File: src/rtl/fpu_pkg.sv
// Shared FP16 format definitions for the FPU operand path and its consumers.
package fpu_pkg;

  localparam int EXP_W  = 5;
  localparam int FRAC_W = 10;

  typedef struct packed {
    logic              sign;
    logic [EXP_W-1:0]  exp;
    logic [FRAC_W-1:0] frac;
  } fp16_t;

  localparam logic [15:0]      FP16_QNAN = 16'h7E00;
  localparam logic [EXP_W-1:0] EXP_ONES  = '1;

  typedef enum logic [1:0] {
    IDLE  = 2'd0,
    ACCUM = 2'd1,
    DONE  = 2'd2
  } redState_t;

endpackage

File: src/rtl/fpu_classify.sv
// Combinational class flags for one FP value: NaN, Inf, zero and sign.
module fpu_classify
  import fpu_pkg::*;
#(
  parameter type FP_T = fp16_t
) (
  input  logic [$bits(FP_T)-1:0] x,
  output logic                   isNaN,
  output logic                   isInf,
  output logic                   isZero,
  output logic                   isNeg
);

  FP_T v;

  assign v      = FP_T'(x);
  assign isNaN  = (v.exp == EXP_ONES) && (v.frac != '0);
  assign isInf  = (v.exp == EXP_ONES) && (v.frac == '0);
  assign isZero = (v.exp == '0) && (v.frac == '0);
  assign isNeg  = v.sign;

endmodule

File: src/rtl/fpu_cmp.sv
// Strict less-than on two non-NaN FP values split into sign, magnitude and class flags.
module fpu_cmp #(
  parameter int MAG_W = 15
) (
  input  logic [MAG_W-1:0] aMag,
  input  logic             aNeg,
  input  logic             aInf,
  input  logic             aZero,
  input  logic [MAG_W-1:0] bMag,
  input  logic             bNeg,
  input  logic             bInf,
  input  logic             bZero,
  output logic             lt
);

  logic magLt;
  logic magGt;

  assign magLt = aMag < bMag;
  assign magGt = aMag > bMag;

  always_comb begin
    lt = 1'b0;
    if (aZero && bZero) begin
      // signed zeros are distinct: -0 sorts below +0
      lt = aNeg && !bNeg;
    end else if (aNeg != bNeg) begin
      lt = aNeg;
    end else if (aInf || bInf) begin
      lt = aNeg ? (aInf && !bInf) : (bInf && !aInf);
    end else begin
      lt = aNeg ? magGt : magLt;
    end
  end

endmodule

File: src/rtl/fpu_minmax_reduce.sv
// Streaming FP min/max reduction: one element per cycle in, one result beat per packet out.
module fpu_minmax_reduce
  import fpu_pkg::*;
#(
  parameter type FP_T  = fp16_t,
  parameter int  IDX_W = 16
) (
  input  logic                    clk,
  input  logic                    rst_n,
  input  logic                    inValid,
  output logic                    inReady,
  input  logic [$bits(FP_T)-1:0]  inData,
  input  logic                    inLast,
  output logic                    outValid,
  input  logic                    outReady,
  output logic [$bits(FP_T)-1:0]  outMin,
  output logic [$bits(FP_T)-1:0]  outMax,
  output logic [IDX_W-1:0]        outMinIdx,
  output logic [IDX_W-1:0]        outMaxIdx,
  output logic [IDX_W-1:0]        outCount,
  output logic                    outNaN,
  output logic                    outSat
);

  localparam int W = $bits(FP_T);
  localparam logic [W-1:0] QNAN = W'(FP16_QNAN);

  redState_t        state, nState;
  logic [W-1:0]     minV, maxV, nMin, nMax;
  logic [IDX_W-1:0] minIdx, maxIdx, count, nMinIdx, nMaxIdx, nCount;
  logic             minInf, maxInf, minZero, maxZero;
  logic             nMinInf, nMaxInf, nMinZero, nMaxZero;
  logic             nanSeen, sat, nNaN, nSat;
  logic             xNaN, xInf, xZero, xNeg;
  logic             ltMin, gtMax;
  logic             accept, loadOut, anyValid;

  assign inReady  = (state != DONE);
  assign outValid = (state == DONE);
  assign accept   = inValid && inReady;
  assign loadOut  = accept && inLast;

  fpu_classify #(.FP_T(FP_T)) uClass (
    .x      (inData),
    .isNaN  (xNaN),
    .isInf  (xInf),
    .isZero (xZero),
    .isNeg  (xNeg)
  );

  fpu_cmp #(.MAG_W(W-1)) uCmpMin (
    .aMag  (inData[W-2:0]),
    .aNeg  (xNeg),
    .aInf  (xInf),
    .aZero (xZero),
    .bMag  (minV[W-2:0]),
    .bNeg  (minV[W-1]),
    .bInf  (minInf),
    .bZero (minZero),
    .lt    (ltMin)
  );

  // max comparison is the same relation with operands swapped: max < x
  fpu_cmp #(.MAG_W(W-1)) uCmpMax (
    .aMag  (maxV[W-2:0]),
    .aNeg  (maxV[W-1]),
    .aInf  (maxInf),
    .aZero (maxZero),
    .bMag  (inData[W-2:0]),
    .bNeg  (xNeg),
    .bInf  (xInf),
    .bZero (xZero),
    .lt    (gtMax)
  );

  always_comb begin
    nState   = state;
    nMin     = minV;
    nMax     = maxV;
    nMinIdx  = minIdx;
    nMaxIdx  = maxIdx;
    nMinInf  = minInf;
    nMaxInf  = maxInf;
    nMinZero = minZero;
    nMaxZero = maxZero;
    nCount   = count;
    nNaN     = nanSeen;
    nSat     = sat;
    case (state)
      IDLE, ACCUM: begin
        if (accept) begin
          // index of this beat is the pre-increment count, which clamps with it
          nCount = (count == '1) ? count : count + 1'b1;
          nSat   = sat || (count == '1);
          if (xNaN) begin
            nNaN = 1'b1;
          end else if (state == IDLE) begin
            nMin     = inData;
            nMax     = inData;
            nMinIdx  = count;
            nMaxIdx  = count;
            nMinInf  = xInf;
            nMaxInf  = xInf;
            nMinZero = xZero;
            nMaxZero = xZero;
            nState   = ACCUM;
          end else begin
            if (ltMin) begin
              nMin     = inData;
              nMinIdx  = count;
              nMinInf  = xInf;
              nMinZero = xZero;
            end
            if (gtMax) begin
              nMax     = inData;
              nMaxIdx  = count;
              nMaxInf  = xInf;
              nMaxZero = xZero;
            end
          end
          if (inLast) begin
            nState = DONE;
          end
        end
      end
      DONE: begin
        if (outReady) begin
          nMin     = '0;
          nMax     = '0;
          nMinIdx  = '0;
          nMaxIdx  = '0;
          nMinInf  = 1'b0;
          nMaxInf  = 1'b0;
          nMinZero = 1'b0;
          nMaxZero = 1'b0;
          nCount   = '0;
          nNaN     = 1'b0;
          nSat     = 1'b0;
          nState   = IDLE;
        end
      end
      default: nState = IDLE;
    endcase
  end

  // an all-NaN packet never leaves IDLE and never loads an extremum
  assign anyValid = (state == ACCUM) || !xNaN;

  always_ff @(posedge clk or negedge rst_n) begin
    if (!rst_n) begin
      state   <= IDLE;
      minV    <= '0;
      maxV    <= '0;
      minIdx  <= '0;
      maxIdx  <= '0;
      minInf  <= 1'b0;
      maxInf  <= 1'b0;
      minZero <= 1'b0;
      maxZero <= 1'b0;
      count   <= '0;
      nanSeen <= 1'b0;
      sat     <= 1'b0;
    end else begin
      state   <= nState;
      minV    <= nMin;
      maxV    <= nMax;
      minIdx  <= nMinIdx;
      maxIdx  <= nMaxIdx;
      minInf  <= nMinInf;
      maxInf  <= nMaxInf;
      minZero <= nMinZero;
      maxZero <= nMaxZero;
      count   <= nCount;
      nanSeen <= nNaN;
      sat     <= nSat;
    end
  end

  always_ff @(posedge clk or negedge rst_n) begin
    if (!rst_n) begin
      outMin    <= '0;
      outMax    <= '0;
      outMinIdx <= '0;
      outMaxIdx <= '0;
      outCount  <= '0;
      outNaN    <= 1'b0;
      outSat    <= 1'b0;
    end else if (loadOut) begin
      outMin    <= anyValid ? nMin : QNAN;
      outMax    <= anyValid ? nMax : QNAN;
      outMinIdx <= anyValid ? nMinIdx : '0;
      outMaxIdx <= anyValid ? nMaxIdx : '0;
      outCount  <= nCount;
      outNaN    <= nNaN;
      outSat    <= nSat;
    end
  end

endmodule

File: config.mk
export PLATFORM = sky130hd
export DESIGN_NAME = fpu_minmax_reduce
export DESIGN_NICKNAME = d
export VERILOG_FILES = /design/src/rtl/fpu_pkg.sv /design/src/rtl/fpu_classify.sv /design/src/rtl/fpu_cmp.sv /design/src/rtl/fpu_minmax_reduce.sv
export SDC_FILE = /design/constraint.sdc
export NUM_CORES = 1
export LEC_CHECK = 0
export BUFFER_PORTS_ARGS = -buffer_cell sky130_fd_sc_hd__buf_2
export CORE_ASPECT_RATIO = 1.2
export CORE_MARGIN = 4
export CORE_UTILIZATION = 30
export DETAILED_ROUTE_END_ITERATION = 7
export MAX_ROUTING_LAYER = met4
export PLACE_DENSITY_LB_ADDON = 0.12
export SYNTH_ARGS = -nofsm -noshare
export SYNTH_HDL_FRONTEND = slang
export SYNTH_SLANG_ARGS = --single-unit
File: constraint.sdc
create_clock -name clk -period 4.75 [get_ports clk]
set_input_delay 0.475 -clock clk [delete_from_list [all_inputs] [get_ports clk]]
set_output_delay 0.475 -clock clk [all_outputs]
set_load 0.01 [all_outputs]
==> impl_metrics.csv <==
group,metric,value,unit
route,finalWirelength,25.9,mm
yosys,synth_nets,877,
finish,n_antenna_cell,0,
floorplanning,core-area,0.0273,sq mm
yosys,synth_ff_type,"dfrtp_1",
clock_tree,cts_tree,"built",
worst_setup_path,path_class,"reg2reg",
worst_setup_path,r2r-end,"outMaxIdx[15]$_DFFE_PN0P_",
grt,antenna_found_initial,0,
route,viasPerCell,5.03,
route,drtIter0Drc,420,
sta,tns,0,ns
sta,rsz0062_at_grt,"no",
clock_tree,path_clk_slew,0.07,ns
route,avgRoutedWirePerCell,19.9,um
grt,grt_overflow,0,
clock_tree,post_cts_resized,0,
place,port-buffer-count,104,
run,drv_cap,0,
floorplanning,fp.dieW,161,um
clock_tree,ctsLongestPathBuffers,2,
worst_setup_path,worstPathArrival,3.52,ns
worst_setup_path,cp_slowest_cell,"dfrtp_1",
floorplanning,ios,105,
worst_setup_path,crit_fanout,21,
yosys,syn_avg_cell_area,10.2,sq um
finish,area_growth,18.2,%
grt,grt_pass1_wl,41.1,mm
worst_setup_path,end_kind,"flop",
power_and_ir_drop,power,5.66,mW
outcome,status,"completed",
route,vias,6569,
power_and_ir_drop,p_leak,4.88,nW
clock_tree,clk_latency,0.43,ns
worst_setup_path,crit_start,"state[1]$_DFFE_PN0P_",
yosys,synthArstFlopShare,1.00,
grt,grt_pass1_vias,6897,
clock_tree,cts_buffers,17,
grt,grt_use_total,0.178,
yosys,synth-edff-count,0,
worst_setup_path,cp_data_required_time,5.06,ns
power_and_ir_drop,power.density,570,mW/mm^2
route,first_pass_iters,5,
clock_tree,holdBufCountCts,0,
sta,maxSlewViolCount,0,
sta,worstMarginPinSlew,1.08,ns
route,drc,0,
yosys,synth_seq_cells,170,
route,ant_nets,0,
clock_tree,cts_sinks,170,
clock_tree,clockRootBuffer,"clkbuf_16",
finish,nNetsFinal,974,
yosys,ys_seq_area_frac,0.506,
worst_setup_path,crit_path_end,"outMaxIdx[15]$_DFFE_PN0P_",
floorplanning,start_util,0.307,
sta,fin_crit_sh,0.676,
clock_tree,htreeDepth,4,
grt,grt_max_degree,109,
sta,setup_viol,0,
place,routabilityCongestion,0.799,
worst_setup_path,worst_path_largest_cell_delay,0.92,ns
floorplanning,chipHeight,191,um
place,hpwl,18.1,mm
sta,hold_viol_final,0,
worst_setup_path,rr_worst_depth,6,
worst_setup_path,rrSetupSlack,1.54,ns
power_and_ir_drop,ir_drop,255,uV
yosys,yosysWarnings,0,
sta,relSlewSlack,0.279,
floorplanning,die-area,0.0308,sq mm
yosys,syn_area,0.00840,sq mm
worst_setup_path,startpoint_type,"flop",
min_path,worstHoldPathType,"in2async",
floorplanning,fp-row-count,66,
sta,max_freq,0.311,GHz
finish,final_layout_size_suffix_gt1_frac,0.180,
sta,skew,0.0101,ns
finish,nFillCells,2802,
worst_setup_path,r2r_start,"state[1]$_DFFE_PN0P_",
worst_setup_path,path_cells,"nand2_1 > and3_2 > o21ai_1 > nor3_4 > buf_4 > a221o_1",
yosys,synth_cells,821,
clock_tree,postCtsSetupBuffers,0,
sta,min_period,3.21,ns
yosys,yosys.cell_types.count,60,
==> per-layer routing <==
| metal | share of wire | GRT usage |
|---|---|---|
| met5 | 0 | - |
| met4 | 0.014 | 0.0450 |
| met3 | 0.031 | 0.0293 |
| met2 | 0.51 | 0.305 |
| met1 | 0.45 | 0.221 |
==> where the power goes <==
group          internal [mW]  leakage (nW)  total, mW  switching, mW
Combinational          0.801          2.36       1.92           1.12
Sequential              1.93          2.22       2.29          0.359
Clock                  0.845         0.297       1.46          0.611
==> sequential cells by signal, indices dropped and copies added (netlist names), 2 cells and up <==
| name | count |
|---|---|
| maxV | 16 |
| outMaxIdx | 16 |
| outMinIdx | 16 |
| outCount | 16 |
| outMax | 16 |
| minIdx | 16 |
| minV | 16 |
| maxIdx | 16 |
| state | 2 |
| outMin | 16 |
| count | 16 |
==> worst min path at each step <==
stage	end	startpoint	depth (start not counted)	slack (ns)
2_1_floorplan	count[0]$_DFF_PN0_	rst_n	0	0.18
3_3_place_gp	outCount[10]$_DFFE_PN0P_	outCount[10]$_DFFE_PN0P_	2	0.45
3_5_place_dp	outCount[14]$_DFFE_PN0P_	outCount[14]$_DFFE_PN0P_	2	0.46
4_1_cts	outMinIdx[13]$_DFFE_PN0P_	rst_n	1	0.24
5_1_grt	outMinIdx[13]$_DFFE_PN0P_	rst_n	1	0.28
6_report	outMinIdx[13]$_DFFE_PN0P_	rst_n	1	0.13
==> layout make-up <==
| cell class | instances | area [sq um] | area share |
|---|---|---|---|
| clock buffer | 18 | 439 | 0.0442 |
| clock inverter | 14 | 169 | 0.0170 |
| inverter | 55 | 206 | 0.0208 |
| multi-input combinational | 556 | 3740 | 0.376 |
| tap | 374 | 468 | 0.0471 |
| sequential | 170 | 4250 | 0.428 |
| timing repair buffer | 118 | 657 | 0.0661 |
==> critical path, delay by kind of cell, from the launching register on <==
family	cells	cell delay, ns
compound gates	2	0.74
buf+inv	1	0.29
flops	1	0.92
simple gates	3	1.13
==> logic make-up after synthesis <==
| family | Yosys count | share of synthesized area |
|---|---|---|
| flip-flops | 170 | 0.506 |
| adder cells (fa/ha/maj) | 35 | 0.0521 |
| buffers and inverters | 95 | 0.0500 |
| XOR/XNOR | 5 | 0.00521 |
| multiplexers | 59 | 0.0712 |
| AND/OR/NAND/NOR | 262 | 0.146 |
| AO/OA/AOI/OAI | 195 | 0.169 |
==> placed cells by master, fill, tap and decap left out, drive strengths merged, types with 18 or more instances in the layout <==
cell type | Yosys | layout
a21oi | 21 | 21
a221o | 26 | 26
buf | 15 | 118
clkbuf | 25 | 18
dfrtp | 170 | 170
ha | 35 | 35
inv | 55 | 58
mux2i | 53 | 53
nand2 | 138 | 138
nor2 | 34 | 34
nor2b | 26 | 26
o21ai | 56 | 56
o221ai | 25 | 25
==> cell usage after synthesis (all sizes together) (3+ instances only) <==
library cell / instances / share of area
a21o: 3 / 0.0027
nor3: 7 / 0.0055
a221o: 26 / 0.031
mux2i: 53 / 0.063
and4: 3 / 0.0031
o22ai: 3 / 0.0022
a21oi: 21 / 0.013
nand2: 138 / 0.062
nor2b: 26 / 0.019
o22a: 5 / 0.0052
and3: 9 / 0.0073
a211oi: 3 / 0.0027
a31oi: 9 / 0.0067
xnor2: 5 / 0.0052
o211ai: 11 / 0.0098
nor2: 34 / 0.015
a32o: 5 / 0.0060
buf: 15 / 0.014
o221ai: 25 / 0.026
mux2: 6 / 0.0080
clkbuf: 25 / 0.011
o21ai: 56 / 0.035
nand3: 17 / 0.010
o21a: 4 / 0.0036
a22o: 10 / 0.010
inv: 55 / 0.025
dfrtp: 170 / 0.51
ha: 35 / 0.052
o31ai: 3 / 0.0027
nor4: 8 / 0.0074
and2: 4 / 0.0030
nand4: 7 / 0.0052
a211o: 3 / 0.0031
==> through the flow <==
step | cells | setup WS [ns] | hold WS (ns) | util | cell area, sq um
final | 1305 | 1.54 | 0.126 | 0.363 | 9930
after detailed placement | 1273 | 1.19 | 0.459 | 0.341 | 9320
after global placement | 1273 | 1.14 | 0.451 | 0.341 | 9320
after floorplan | 821 | 2.07 | 0.179 | - | 8400
after CTS | 1305 | 1.49 | 0.241 | 0.363 | 9930
after global routing | 1305 | 1.35 | 0.276 | 0.363 | 9930
Power figures use the tool's default switching activity.
